**config.mk**
```make
export PLATFORM = sky130hd
export DESIGN_NAME = rr_arb_mux
export DESIGN_NICKNAME = d
export VERILOG_FILES = /design/src/rtl/rr_arb_mux_pkg.sv /design/src/rtl/rr_arb_mux_priority_pick.sv /design/src/rtl/rr_arb_mux.sv
export VERILOG_INCLUDE_DIRS = /design/src /design/src/rtl
export SDC_FILE = /design/constraint.sdc
export NUM_CORES = 1
export LEC_CHECK = 0
export ABC_CLOCK_PERIOD_IN_PS = 3550
export CORE_AREA = 2 2 74 76
export CTS_CLUSTER_DIAMETER = 200
export DETAILED_ROUTE_END_ITERATION = 16
export DIE_AREA = 0 0 76 78
export PLACE_DENSITY = 0.78
export SYNTH_ARGS = -nofsm -noshare
export SYNTH_HDL_FRONTEND = slang
export SYNTH_SLANG_ARGS = --single-unit
```
**constraint.sdc**
```tcl
create_clock -name clk -period 3.55 [get_ports clk]
set_clock_uncertainty 0.2 [all_clocks]
set_input_delay 0.8875 -clock clk [delete_from_list [all_inputs] [get_ports clk]]
set_output_delay 0.8875 -clock clk [all_outputs]
set_load 0.02 [all_outputs]
```
**src/rtl/rr_arb_mux_defs.vh**
```
// ============================================================================
//  rr_arb_mux_defs.vh
//  Shared definitions for the round-robin arbitrating mux family:
//  index-width macro, channel-count limit and lock state encodings.
//  Rev 1.0 - initial release
// ============================================================================
`ifndef RR_ARB_MUX_DEFS_VH
`define RR_ARB_MUX_DEFS_VH

// Index width with a floor of 1 so a single-channel build still has a port.
`define RR_CLOG2_MIN1(n) (((n) > 1) ? $clog2(n) : 1)

// Largest supported channel count.
`define RR_NUM_CH_MAX 16

// Lock state encodings.
`define RR_LOCK_UNLOCKED 1'b0
`define RR_LOCK_LOCKED   1'b1

`endif

```
**src/rtl/rr_arb_mux_pkg.sv**
```systemverilog
// ============================================================================
//  rr_arb_mux_pkg
//  Types shared by rr_arb_mux and its sub-module.
//  Rev 1.0 - initial release
// ============================================================================
`default_nettype none

`include "rr_arb_mux_defs.vh"

package rr_arb_mux_pkg;

    // Output buffer occupancy.
    typedef enum logic {
        BUF_EMPTY = 1'b0,
        BUF_FULL  = 1'b1
    } buf_state_t;

    // Packet lock state (only used when locking is compiled in).
    typedef enum logic {
        LK_UNLOCKED = `RR_LOCK_UNLOCKED,
        LK_LOCKED   = `RR_LOCK_LOCKED
    } lock_state_t;

endpackage

`default_nettype wire

```
**src/rtl/rr_arb_mux_priority_pick.sv**
```systemverilog
// ============================================================================
//  rr_priority_pick
//  Combinational rotating-priority picker: finds the first set request bit
//  starting at ptr and wrapping modulo N. Returns one-hot grant, encoded
//  index and an any-request flag.
//  Rev 1.0 - initial release
// ============================================================================
`default_nettype none

module rr_priority_pick #(
    parameter int N  = 2,
    parameter int IW = 1
) (
    input  logic [N-1:0]  req,
    input  logic [IW-1:0] ptr,
    output logic [N-1:0]  gnt,
    output logic [IW-1:0] idx,
    output logic          any
);

    // Two ascending passes: first channels at or above ptr, then the wrap
    // from channel 0. The first hit wins, giving rotating priority.
    always_comb begin
        gnt = '0;
        idx = '0;
        any = 1'b0;
        for (int i = 0; i < N; i++) begin
            if (!any && req[i] && (i >= int'(ptr))) begin
                any    = 1'b1;
                gnt[i] = 1'b1;
                idx    = IW'(i);
            end
        end
        for (int i = 0; i < N; i++) begin
            if (!any && req[i]) begin
                any    = 1'b1;
                gnt[i] = 1'b1;
                idx    = IW'(i);
            end
        end
    end

endmodule

`default_nettype wire

```
**src/rtl/rr_arb_mux.sv**
```systemverilog
// ============================================================================
//  rr_arb_mux
//  N-channel registered selector with round-robin arbitration and
//  valid/ready handshakes on all inputs and the output. One-entry output
//  buffer, one cycle latency, full throughput.
//  Optional: RR_ARB_MUX_LOCK_EN adds in_last and holds the grant on a channel
//  until its last beat is accepted.
//  Rev 1.0 - initial release
// ============================================================================
`default_nettype none

`include "rr_arb_mux_defs.vh"

module rr_arb_mux
    import rr_arb_mux_pkg::*;
#(
    parameter int WIDTH  = 32,
    parameter int NUM_CH = 2,
    parameter int IDX_W  = `RR_CLOG2_MIN1(NUM_CH)
) (
    input  logic                    clk,
    input  logic                    rst,
    input  logic [NUM_CH-1:0]       in_valid,
    input  logic [NUM_CH*WIDTH-1:0] in_data,
    output logic [NUM_CH-1:0]       in_ready,
`ifdef RR_ARB_MUX_LOCK_EN
    input  logic [NUM_CH-1:0]       in_last,
`endif
    output logic                    out_valid,
    output logic [WIDTH-1:0]        out_data,
    output logic [IDX_W-1:0]        out_ch,
    input  logic                    out_ready
);

    generate
        if (NUM_CH < 1 || NUM_CH > `RR_NUM_CH_MAX) begin : g_bad_num_ch
            $error("rr_arb_mux: NUM_CH out of range");
        end
    endgenerate

    logic [NUM_CH-1:0] w_req;
    logic [NUM_CH-1:0] w_gnt_oh;
    logic [IDX_W-1:0]  w_gnt_idx;
    logic              w_any;
    logic              w_space;
    logic              w_accept;
    logic              w_last;
    logic [IDX_W-1:0]  w_ptr_next;
    logic [WIDTH-1:0]  w_sel_data;

    logic [IDX_W-1:0]  r_ptr;
    logic [WIDTH-1:0]  r_data;
    logic [IDX_W-1:0]  r_ch;
    buf_state_t        r_state;
    buf_state_t        w_state_next;

`ifdef RR_ARB_MUX_LOCK_EN
    lock_state_t       r_lock;
    logic [IDX_W-1:0]  r_lock_ch;

    // While locked only the owning channel may be granted.
    assign w_req  = (r_lock == LK_LOCKED) ?
                    (in_valid & (NUM_CH'(1) << r_lock_ch)) : in_valid;
    assign w_last = in_last[w_gnt_idx];
`else
    assign w_req  = in_valid;
    assign w_last = 1'b1;
`endif

    rr_priority_pick #(
        .N  (NUM_CH),
        .IW (IDX_W)
    ) u_pick (
        .req (w_req),
        .ptr (r_ptr),
        .gnt (w_gnt_oh),
        .idx (w_gnt_idx),
        .any (w_any)
    );

    // Buffer can take a beat when empty or when it drains this cycle.
    assign w_space   = (r_state == BUF_EMPTY) || out_ready;
    assign w_accept  = w_any && w_space && !rst;
    assign in_ready  = (w_space && !rst) ? w_gnt_oh : '0;
    assign w_ptr_next = (w_gnt_idx == IDX_W'(NUM_CH - 1)) ? '0 : (w_gnt_idx + IDX_W'(1));

    assign out_valid = (r_state == BUF_FULL);
    assign out_data  = r_data;
    assign out_ch    = r_ch;

    // Data mux driven by the one-hot grant.
    always_comb begin
        w_sel_data = '0;
        for (int i = 0; i < NUM_CH; i++) begin
            if (w_gnt_oh[i]) begin
                w_sel_data = in_data[i*WIDTH +: WIDTH];
            end
        end
    end

    // Output buffer next state: accept always fills, drain alone empties.
    always_comb begin
        w_state_next = r_state;
        case (r_state)
            BUF_EMPTY: if (w_accept) w_state_next = BUF_FULL;
            BUF_FULL: begin
                if (w_accept)       w_state_next = BUF_FULL;
                else if (out_ready) w_state_next = BUF_EMPTY;
            end
            default: w_state_next = BUF_EMPTY;
        endcase
    end

    // Output buffer state register.
    always_ff @(posedge clk or posedge rst) begin
        if (rst) r_state <= BUF_EMPTY;
        else     r_state <= w_state_next;
    end

    // Beat payload and source index; held across drains.
    always_ff @(posedge clk or posedge rst) begin
        if (rst) begin
            r_data <= '0;
            r_ch   <= '0;
        end else if (w_accept) begin
            r_data <= w_sel_data;
            r_ch   <= w_gnt_idx;
        end
    end

    // Priority pointer moves past the winner only when a packet completes.
    always_ff @(posedge clk or posedge rst) begin
        if (rst)                    r_ptr <= '0;
        else if (w_accept && w_last) r_ptr <= w_ptr_next;
    end

`ifdef RR_ARB_MUX_LOCK_EN
    // Lock onto a channel while it sends non-last beats.
    always_ff @(posedge clk or posedge rst) begin
        if (rst) begin
            r_lock    <= LK_UNLOCKED;
            r_lock_ch <= '0;
        end else if (w_accept) begin
            r_lock    <= w_last ? LK_UNLOCKED : LK_LOCKED;
            r_lock_ch <= w_gnt_idx;
        end
    end
`endif

endmodule

`default_nettype wire
```
### Word level (Yosys, flattened, before mapping)

Index checks and enable logic that the tools add are counted.

| storage, ports and cells | value |
|---|---|
| input port bits | 69 |
| register bits after elaboration | 35 |
| output and inout bits | 36 |

| operators by class | value |
|---|---|
| magnitude comparators | 1 |
| add/sub/neg operators | 1 |
| reductions and logical operators | 12 |
| bitwise operators | 1 |
| mux-type cells | 17 |

Operators by type and width:

| kind | number |
|---|---|
| $mux W32 | 2 |
| $mux W1 | 13 |
| $logic_and A1 B1 Y1 | 7 |
| $logic_not A1 Y1 | 4 |
| $mux W2 | 1 |
| $pmux W1 S2 | 1 |
| $add A1 B1 Y1 const B | 1 |
| $ge A1 B1 Y1 const A | 1 |
| $logic_or A1 B1 Y1 | 1 |
| $not A1 Y1 | 1 |

### Depth between registers and ports, before layout

Gate-level depths: netlist of run 1.

| logic depth | value |
|---|---|
| depth after elaboration | 16 |
| depth in mapped cells | 5 |
| depth with buffers taken out | 3 |

### By module

A second synthesis of run 1 with hierarchy kept.

| second synthesis, totals | value |
|---|---|
| cells, all modules | 129 |
| area, all modules | 1,712.9 µm² |

Modules (own cells, without submodules):

| module | cells an instance | area each (µm²) | times used | seq. area each (µm²) |
|---|---|---|---|---|
| rr_arb_mux | 124 | 1,680.4 | 1 | 875.8 |
| rr_priority_pick | 5 | 32.5 | 1 | 0.0 |

### Worst setup path after synthesis of run 1

Ideal clock, no wire load.

| path | value |
|---|---|
| path kind | in2out |
| from | input rst |
| to | output in_ready[1] |
| arrival time | 2,384 ps |
| buffers on the path | 2 |
| stages | 4 |
| data required time | 2,463 ps |
| setup slack | 79 ps |
| cell sequence | buf_2 inv_1 and4b_2 buf_2 |

| on the way | value |
|---|---|
| cells in the longest elaborated chain, start to end | 3 |

RTL lines:

| item | line | source |
|---|---|---|
| start, declared | rr_arb_mux.sv:22 | `input logic rst,` |
| $logic_not A1 Y1 (no source line) | n/a |  |
| $logic_and A1 B1 Y1 | rr_arb_mux.sv:84 | `assign in_ready = (w_space && !rst) ? w_gnt_oh : '0;` |
| $mux W2 | rr_arb_mux.sv:84 |  |
| end, declared | rr_arb_mux.sv:25 | `output logic [NUM_CH-1:0] in_ready,` |

Every way passes these cells.

### Final worst setup path of run 1

| path | value |
|---|---|
| from | input in_valid[0] |
| to | output in_ready[0] |

| on the way | value |
|---|---|
| cells in the longest elaborated chain, start to end | 9 |

RTL lines:

| item | line | source |
|---|---|---|
| start, declared | rr_arb_mux.sv:23 | `input logic [NUM_CH-1:0] in_valid,` |
| $logic_and A1 B1 Y1 | rr_arb_mux_priority_pick.sv:28 | `if (!any && req[i] && (i >= int'(ptr))) begin` |
| $mux W1 | rr_arb_mux_priority_pick.sv:28 |  |
| $logic_not A1 Y1 | rr_arb_mux_priority_pick.sv:28 |  |
| $logic_and A1 B1 Y1 | rr_arb_mux_priority_pick.sv:28 |  |
| $mux W1 | rr_arb_mux_priority_pick.sv:28 |  |
| $logic_not A1 Y1 | rr_arb_mux_priority_pick.sv:35 | `if (!any && req[i]) begin` |
| $logic_and A1 B1 Y1 | rr_arb_mux_priority_pick.sv:35 |  |
| $mux W1 * | rr_arb_mux_priority_pick.sv:35 |  |
| $mux W2 * | rr_arb_mux.sv:84 |  |

Every way passes the cells marked *; elsewhere a longest branch is shown, timed or not.

==> summary.md, run 1 <==
The run finished with clean final reports. Using the TritonRoute via totals, the vias-per-cell ratio works out to 5.13. Library cell with the highest instance count after synthesis: dfrtp_1.

Entering global routing, the biggest net connects 36 pins. The maximum resistive drop on vdd came out at 0.000293 V. For the tightest slew margin relative to the limit, the log shows 14.9%.

The tools report the master cell of the clock root buffer as clkbuf_8. The tools report the number of optimization iterations in the first detailed-route pass as 4. The detailed-placement wirelength estimate is 3.65 mm, and the share of post-route cells with drive strength above 1 is 21.9%.

The final period demand of the worst path is 3.51 ns, and the final hold violation count is 0. By instance count, the cell type seen most on the critical path is clkdlybuf4s50_1. Counting flops and latches in the post-synthesis netlist gives 35. Setup repair after global routing left no endpoint under its margin. Based on the critical path, the design can be clocked at up to 285 MHz. The net count of the finished layout was 305; the share of the clock period used by the worst path after layout was 98.8%.

The count of pins on the block boundary is 105, and the warning count from the yosys run is 0. The vertical die dimension came out at 78 um. Class of the tightest hold or removal check: reg -> reg. The number of stages on the worst hold path is 1. Port buffering added 104 buffers. After filler insertion, the fill cell instance count of the layout stands at 433.

For this block, the initial DRC count from the detailed router was 52. For this run, the leading register cell type out of synthesis is dfrtp_1. After synthesis, the netlist uses 21 different library cells. The first global-routing pass estimated 8.39 mm of wire. The average instance in the mapped netlist occupies 13.7 um^2.

The clock tree synthesis step divided the H-tree into 2 levels. Across the run, the number of max-cap violations was 0. Of all flip-flops after synthesis, the portion carrying an async set or reset was 100%.

The clock transition at the register clock pins on the worst setup and hold paths after CTS came out at 0.06 ns. The tools report the category of the worst setup path launch point as an input pin. Initial standard-cell utilization of the core: 34.4%.

The capturing element type of the critical path is an output pin. The number of instances in the synthesized netlist is 127. Net count after synthesis: 196. The mapped netlist covers 1740 um^2. The power per standard cell area came out at 474 nW/um^2. The critical path runs through a total of 4 cells.

The leakage power is 1.20 nW, and the biggest cell delay along the critical path is 0.62 ns. In the final routed layout, each cell accounts on average for 16.4 um. For this run the aggregate overflow at the end of global routing stands at 0. The number of vias in the routed layout is 1576. The core region is 5040 um^2. The commonest cells after synthesis are dfrtp_1, a32o_1, mux2_2. The antenna cell count is 0, and the number of buffers added to fix hold violations after cts is 0.

Number of buffers on the longest clock path: 2. Number of synthesized flops with an enable pin: 0. The biggest area contributor in the post-synthesis netlist is dfrtp_1. For the worst flop-to-flop path, the logic depth is 3. The critical path contains buffers and inverters numbering 2 combined.

The routed design has 5.03 mm of wire. Sequential elements use 50.5% of the synthesized area. At the pin with the least slew margin, the transition time is 1.27 ns. The global placer's final weighted congestion was 0.856.

Among cell families on the critical path, the largest total delay comes from buffers and inverters. In this run the remaining antenna-violating nets after routing total 0. The later pin in the worst-skew pair is clocked with a latency of 0.28 ns. Counting the buffers created by CTS gives 5.

Along the worst path, the maximum fanout reaches 4. Cell type of the slowest stage on the worst timing path: clkdlybuf4s50_1. The critical path is of the in -> out type. The logs give 1.48 ns for the flop-to-flop setup slack and 0 ns for the setup total negative slack. In this run the horizontal extent of the chip is 76 um.

For the worst setup path, the data required time is 2.46 ns. The clock net in this run drives a total of 35 sinks. TritonCTS built the clock tree. The via count of the first global-routing pass is 1671, and the count of standard-cell rows is 26.

The share of synthesized area in the top cell type comes to 50.5%. The number of antenna violations at the first check in global routing is 0, and the post-cts sizing count is 0. The critical path goes through clkdlybuf4s50_1 -> a21bo_2 -> nor3_1 -> clkdlybuf4s50_1. The residual DRC count is 0.

Setup violations remaining at the end of the flow were counted as 0. After synthesis, the cell types taking the most area are dfrtp_1, mux2_2, a32o_1. The worst hold slack was 0.293 ns. STA puts the critical path data arrival time at 2.42 ns. The layout overhead on the synthesized area was 71.6%; the final-report max-slew violation count was 0. The die covers 5930 um^2. Global routing consumed, over all layers together, 17.6% of the routing resources.
[metrics by stage]
step	utilization (%)	power [W]	area [um^2]	cells	setup slack (ns)
after floorplan	-	0.000812	1740	127	0.0787
after global placement	56.5	0.00110	2850	295	0.0437
after detailed placement	56.5	0.00111	2850	295	0.0302
after CTS	58.5	0.00143	2950	303	0.0280
after global routing	59.1	0.00149	2980	307	0.00848
final	59.1	0.00141	2980	307	0.0441
[cell type report]
class / count / area [um^2] / area share (%)
Clock buffer: 8 / 100 / 3.36
Multi-Input combinational cell: 76 / 776 / 26.1
Tap cell: 70 / 87.6 / 2.94
Timing Repair Buffer: 116 / 1130 / 38.0
Sequential cell: 35 / 876 / 29.4
Inverter: 2 / 7.51 / 0.252
[layout by cell type (no fill, tap or decap), drive strengths merged, types with 2 or more instances in the layout]
cell and n:
clkbuf 8, dfrtp 35, mux2 26, nor4b 6, buf 12, a221o 6, clkdlybuf4s50 104, a32o 26
inv 2, nor3 2
[power by group]
part           internal, W  leakage (nW)  switching, W
logic             0.000322         0.714      0.000248
registers         0.000485         0.434     0.0000437
clock network     0.000177        0.0515      0.000135
total             0.000984          1.20      0.000427
[per-layer routing]
layer | part of all wire, % | global-route usage, %
met1 | 41 | 21.1
met2 | 50 | 29.7
met3 | 8.4 | 7.91
met4 | 0.48 | 3.27
met5 | 0 | 0
[sequential cells by signal, summed over array words and instances (netlist names)]
register / count
out_valid: 1
r_ptr: 1
out_ch: 1
out_data: 32
[logic make-up after synthesis]
kind of cell	synth area share, %
compound gates	20.4
flops	50.5
simple gates	7.43
buf+inv	4.83
mux	16.9
[worst paths after layout]
check | start | endpoint
hold / removal | out_ch | out_ch
max in group asynchronous | rst | out_data[0]
min in group asynchronous | rst | out_data[28]
setup / recovery | in_valid[0] | in_ready[0]
hold reg to reg | out_ch | out_ch
setup reg to reg | r_ptr | out_data[26]
[timing repair]
action,4_1_cts,5_1_grt
setup endpoints to repair,0,1
hold endpoints to repair,0,0
buffers inserted,0,4
Power figures use the tool's default switching activity.
==> run 2, diff against run 1 <==
- MAX_ROUTING_LAYER: unset -> met4
==> run 2 against run 1 <==
Against the previous run:
- global-route usage is 0.53 points higher
- clock power about the same
- sequential share of layout area unchanged
- fmax about the same
- largest power group unchanged
- highest routed layer unchanged
==> summary.md, run 2 (synthesis gave the netlist of run 1 again) <==
The post-layout instance count excluding filler cells is 307. TritonCTS created 5 clock buffers. In this run the worst setup path begins at in_valid[0]. The worst hold path endpoint is out_ch. The run finished with clean final reports. At the end of routability-driven placement, the weighted congestion stood at 0.870. The worst hold path begins at out_ch. The clock period could shrink to 3.50 ns. Setup total negative slack: 0 ns. The run gives 105 as the count of pins on the block boundary.

The antenna cell count was 0; the detailed-route wire length was 5.02 mm. Input and output buffers added on the ports amount to 104. Once the clock tree was built, the resizer swapped 0 gates to a different size. The share of post-route cells with drive strength above 1 came out at 21.9%. Width of the die: 76 um. The later pin in the worst-skew pair is clocked with a latency of 0.28 ns.

The worst-case IR drop observed on VDD is 0.000293 V. The final-report max-slew violation count is 0, and the maximum clock frequency is 285 MHz. The initial utilization of the core area, before any placement, comes to 34.4%. The count of final setup violators is 0, and the worst endpoint data arrival time is 2.42 ns. At the pin with the least slew margin, the transition time is 1.25 ns. The first detailed-routing pass took 4 iterations. The worst hold path belongs to the class reg -> reg. For this run, design rule violations remaining after detail routing come to 0.

Leaving out fill and tap cells, the most frequent cell in the layout is clkdlybuf4s50_1. Master cell of the clock root buffer: clkbuf_8. The first-pass GRT wire length is 8.40 mm, and the number of stages on the worst hold path is 1. The capturing element type of the critical path was an output pin. STA classifies the critical path startpoint as an input pin. Hold repair after CTS inserted 0 buffers. The overall die area is 5930 um^2. For the number of vias in the routed layout, the log shows 1573.

The filler cells instantiated in the layout total 433. The run gives 305 as the net count of the finished layout. For the via count of the first global-routing pass, the log shows 1672. Measured against its own limit, the worst slew margin works out to 16.5%. The register with the most flip-flops in the layout has 32 of them. After detailed routing, the average wire length per cell comes to 16.3 um. The sequential cell area in the final layout is 876 um^2, and the number of H-tree levels is 2. Number of antenna violations at the first check in global routing: 0.

The total instance count after detailed placement is 295, and the maximum number of pins on one net before global-route repair is 36. In this run the remaining antenna-violating nets after routing total 0. TritonCTS built the clock tree. The final hold violation count is 0. In this run the power density over the cells is 474 nW/um^2. The setup check on the worst reg-to-reg path leaves a slack of 1.49 ns. Number of clock sinks: 35.

After global routing the overflow that remains totals 0. Compared with the post-synthesis result, the final layout area differs by 71.6%. The analysis attributes to cell leakage a power of 1.20 nW. The number of cell instances on the worst register-to-register path was 3; the biggest fanout along the worst timing path was 4. STA puts the critical path data required time at 2.46 ns.

In this run the vertical extent of the chip is 78 um. Max-cap violations in this run came to 0. In this run the critical register-to-register path is captured at out_data[26]. The region available for standard cell placement spans 5040 um^2. The clock transition at the register clock pins on the worst setup and hold paths after CTS was 0.06 ns; the average via count per standard cell was 5.12. The share of the clock period used by the worst path after layout is 98.7%, and the total global routing track utilization is 18.2%. Setup repair after global routing left no endpoint under its margin.

The start-to-end type of the worst setup path is in -> out. The worst register-to-register path begins at r_ptr. For the area of the multi-input gates, the log shows 776 um^2.

The count of standard-cell rows came out at 26. The detailed-placement wirelength estimate came out at 3.65 mm. No sink is reached through more buffers than the 2 on the longest clock path. Violation count after the first detailed-routing iteration: 57. In the layout the commonest cells are clkdlybuf4s50_1, dfrtp_1, a32o_1, mux2_2, buf_4.
## run 2: cell counts in the layout (fill, tap and decap cells not counted)
No cell type changed its count.
## run 2: per-layer routing
metal  routed length (um)  track usage, %  part of all wire, %
met1                 2050            21.4                   41
met2                 2500            29.8                   50
met3                  444            7.44                  8.9
met4                   24            3.27                 0.48
met5                    0               -                    0
## run 2: report_power, final
part | total [W] | leakage (nW) | internal, W | switching (W)
registers | 0.000529 | 0.434 | 0.000485 | 0.0000438
logic | 0.000571 | 0.714 | 0.000322 | 0.000248
clock network | 0.000311 | 0.0515 | 0.000177 | 0.000135
## run 2: repair_timing
item,4_1_cts,5_1_grt
endpoints found under the hold margin,0,0
buffers inserted,0,4
setup endpoints to repair,0,1
## run 2: stage by stage
step	setup WS, ns	util, %	instance area (um^2)	hold slack, ns	power (W)
after floorplan	0.0787	-	1740	0.332	0.000812
after global placement	0.0437	56.5	2850	0.272	0.00110
after detailed placement	0.0302	56.5	2850	0.280	0.00111
after CTS	0.0280	58.5	2950	0.299	0.00143
after global routing	0.00848	59.1	2980	0.318	0.00149
final	0.0467	59.1	2980	0.295	0.00141
## run 2: worst max-delay path by stage
| stage | endpoint | slack, ns |
|---|---|---|
| 5_1_grt | in_ready[0] | 0.008 |
| 3_3_place_gp | in_ready[1] | 0.04 |
| 6_report | in_ready[0] | 0.05 |
| 4_1_cts | in_ready[1] | 0.03 |
| 3_5_place_dp | in_ready[1] | 0.03 |
| 2_1_floorplan | in_ready[1] | 0.08 |
## run 2: critical path, stage by stage
cell	delay [ns]
clkdlybuf4s50_1	0.52
a21bo_2	0.25
nor3_1	0.13
clkdlybuf4s50_1	0.62
## run 2: layout make-up
class	count	area share, %
repair buffers	116	38.0
flip-flops and latches	35	29.4
multi-input cells	76	26.1
clock buffers	8	3.36
inverters	2	0.252
well taps	70	2.94
==> run 3, diff against run 2 <==
--- a/constraint.sdc
+++ b/constraint.sdc
@@ -4,2 +4,2 @@
 set_output_delay 0.8875 -clock clk [all_outputs]
-set_load 0.02 [all_outputs]
+set_load 0.005 [all_outputs]
==> run 3 against run 2 <==
Against the previous run:
- clock power barely moved
- register-to-register slack improved by 0.19 ns
- final area fell by 0.76%
- global-route usage fell by 1.2 points
- core utilization fell by 0.45 points
- non-clock buffer count fell by 3
- fmax rose by 3.8%
- worst hold slack got worse by 0.0046 ns
- first-iteration DRC count fell by 12%
- total power fell by 7.9%
- highest routed layer unchanged
==> summary.md, run 3 (synthesis gave the netlist of run 1 again) <==
Data on the critical path arrives at its endpoint at 2.29 ns. The first-pass GRT wire length was 7.89 mm. The maximum number of pins on one net before global-route repair came out at 36. The tools report the number of maximum-capacitance constraint violations as 0. The cell sitting at the root of the clock tree is a clkbuf_8. For the worst flop-to-flop path, the logic depth is 5.

Dividing total power by cell area gives a power density of 440 nW/um^2. Timing would allow up to 296 MHz. Measured against its own limit, the worst slew margin works out to 70.6%. The die covers 5930 um^2. On the worst path, the slowest cell contributes a delay of 0.52 ns. Wires add up to 4.78 mm. Clock-pin slew was measured on the worst setup and hold paths at 0.07 ns.

IR analysis of the VDD net gives a maximum drop of 0.000346 V. In this run the standard cell core region covers 5040 um^2. Walking the worst path, the cells encountered are clkdlybuf4s50_1 -> a21bo_2 -> nor3_1 -> clkdlybuf4s50_1. The analysis attributes to cell leakage a power of 1.18 nW. After the first detailed-routing iteration, the DRC count stood at 50. The flop-to-flop setup slack is 1.68 ns, and the number of buffers on the longest clock path is 2. Hold repair after CTS inserted 0 buffers.

The post-CTS setup buffer count came out at 0. The cell type of the slowest stage on the worst timing path is clkdlybuf4s50_1. The library cell used most frequently in the layout, excluding fill and tap cells, is clkdlybuf4s50_1. The run gives 2960 um^2 as the finished layout cell area. For the worst-skew pair, the clock arrives at the later sink with an insertion delay of 0.27 ns. Before antenna repair, the detailed router went through 4 iterations. In this run the critical register-to-register path is launched from out_valid. For this run, the total global-route usage over all layers was measured as 17.0%. The number of stages on the worst hold path is 1.

Reg-to-reg critical path endpoint: out_data[14]. Source of the critical timing path: in_valid[0]. The vertical die dimension came out at 78 um.

Detailed placement finished with a half-perimeter wire length of 3.41 mm. The mean routed wirelength per cell is 15.7 um. In this run the most critical hold path is launched from out_ch. The initial standard-cell utilization of the core was 34.4%; the layout overhead on the synthesized area was 70.3%. For the pin with the worst max-slew slack, the measured transition is 0.441 ns.

The logs give 0 for the number of antenna violations at the first check in global routing and 26 for the count of standard-cell rows. Count of final setup violators: 0. Setup repair after global routing left no endpoint under its margin. Capturing element type of the critical path: an output pin. The run gives 5 as the CTS buffer count. The antenna cell count is 0. In the layout the commonest cells are clkdlybuf4s50_1, dfrtp_1, a32o_1, mux2_2, buf_4.

For the via count of the first global-routing pass, the log shows 1599. The share of post-route cells with drive strength above 1 was 20.9%; the post-cts sizing count was 0. After layout, the worst path uses 95.1% of the clock period. The final-report max-slew violation count is 0. The average via count per standard cell was 5.02. CTS saw 35 sinks.

TritonCTS built the clock tree. Summed over all layers, the global routing overflow is 0. The final hold violation count was 0. In this design, the critical path's most frequently occurring cell is clkdlybuf4s50_1. The width of the die is 76 um. In this run the remaining antenna-violating nets after routing total 0. During placement, the flow inserted port buffers numbering 104. The worst setup path is of the in -> out kind.

Adding up every negative setup slack in the final design gives 0 ns. For hold timing, the worst endpoint is out_ch. The critical path data required time is 2.46 ns. The path class of the tightest hold or removal check is reg -> reg. Power comes to 0.00130 W.

The logs give 302 for the net count of the finished layout and 2860 um^2 for the placed instance area. The register with the most flip-flops in the layout has 32 of them. For the count of pins on the block boundary, the log shows 105.

The final period demand of the worst path was 3.38 ns; the number of H-tree levels was 2. Routability-driven placement finished with a final weighted congestion of 0.863. Final hold analysis gives a worst-case slack of 0.290 ns.

The layout has 434 filler cells. The biggest fanout along the worst timing path is 4. After detailed routing, the number of remaining DRC violations is 0.

The number of vias in the routed layout was 1527. The run finished with clean final reports. STA classifies the critical path startpoint as an input pin.
==> run 3: cell types whose count changed in the layout (fill, tap and decap cells not counted), sizes merged <==
| cell | change |
|---|---|
| buf | -3 |
==> run 3: power by group <==
group / internal, W / leakage [nW] / switching [W]
registers: 0.000485 / 0.434 / 0.0000439
clock network: 0.000177 / 0.0515 / 0.000133
logic: 0.000318 / 0.699 / 0.000143
total: 0.000979 / 1.18 / 0.000320
==> run 3: layer usage <==
layer	global-route usage, %	vias up	wire (um)
li1	-	722	-
met1	20.0	732	2000
met2	27.5	65	2280
met3	5.93	8	415
met4	5.45	0	76
met5	-	-	0
==> run 3: cell type report <==
cell class                 count  area, um^2  area share, %
sequential                    35         876           29.6
clock buffer                   8         100           3.39
tap                           70        87.6           2.96
inverter                       2        7.51          0.254
timing repair buffer         113        1110           37.5
multi-input combinational     76         776           26.2
==> run 3: worst max path at each step <==
stage / to / depth (start not counted)
floorplan: in_ready[1] / 4
global placement: in_ready[0] / 4
detailed placement: in_ready[0] / 4
CTS: in_ready[0] / 4
global route: in_ready[0] / 4
finish: in_ready[0] / 4
==> run 3: metrics by stage <==
step	setup slack, ns	instances	utilization (%)
2_1_floorplan	0.128	127	-
3_3_place_gp	0.180	296	56.6
3_5_place_dp	0.174	296	56.6
4_1_cts	0.164	304	58.6
5_1_grt	0.102	304	58.6
6_report	0.174	304	58.6
==> run 3: critical path: cells and delay by family <==
kind	cells	cell delay [ns]
and+or+nand+nor	1	0.13
buffers and inverters	2	1.03
AOI/OAI and AO/OA	1	0.24
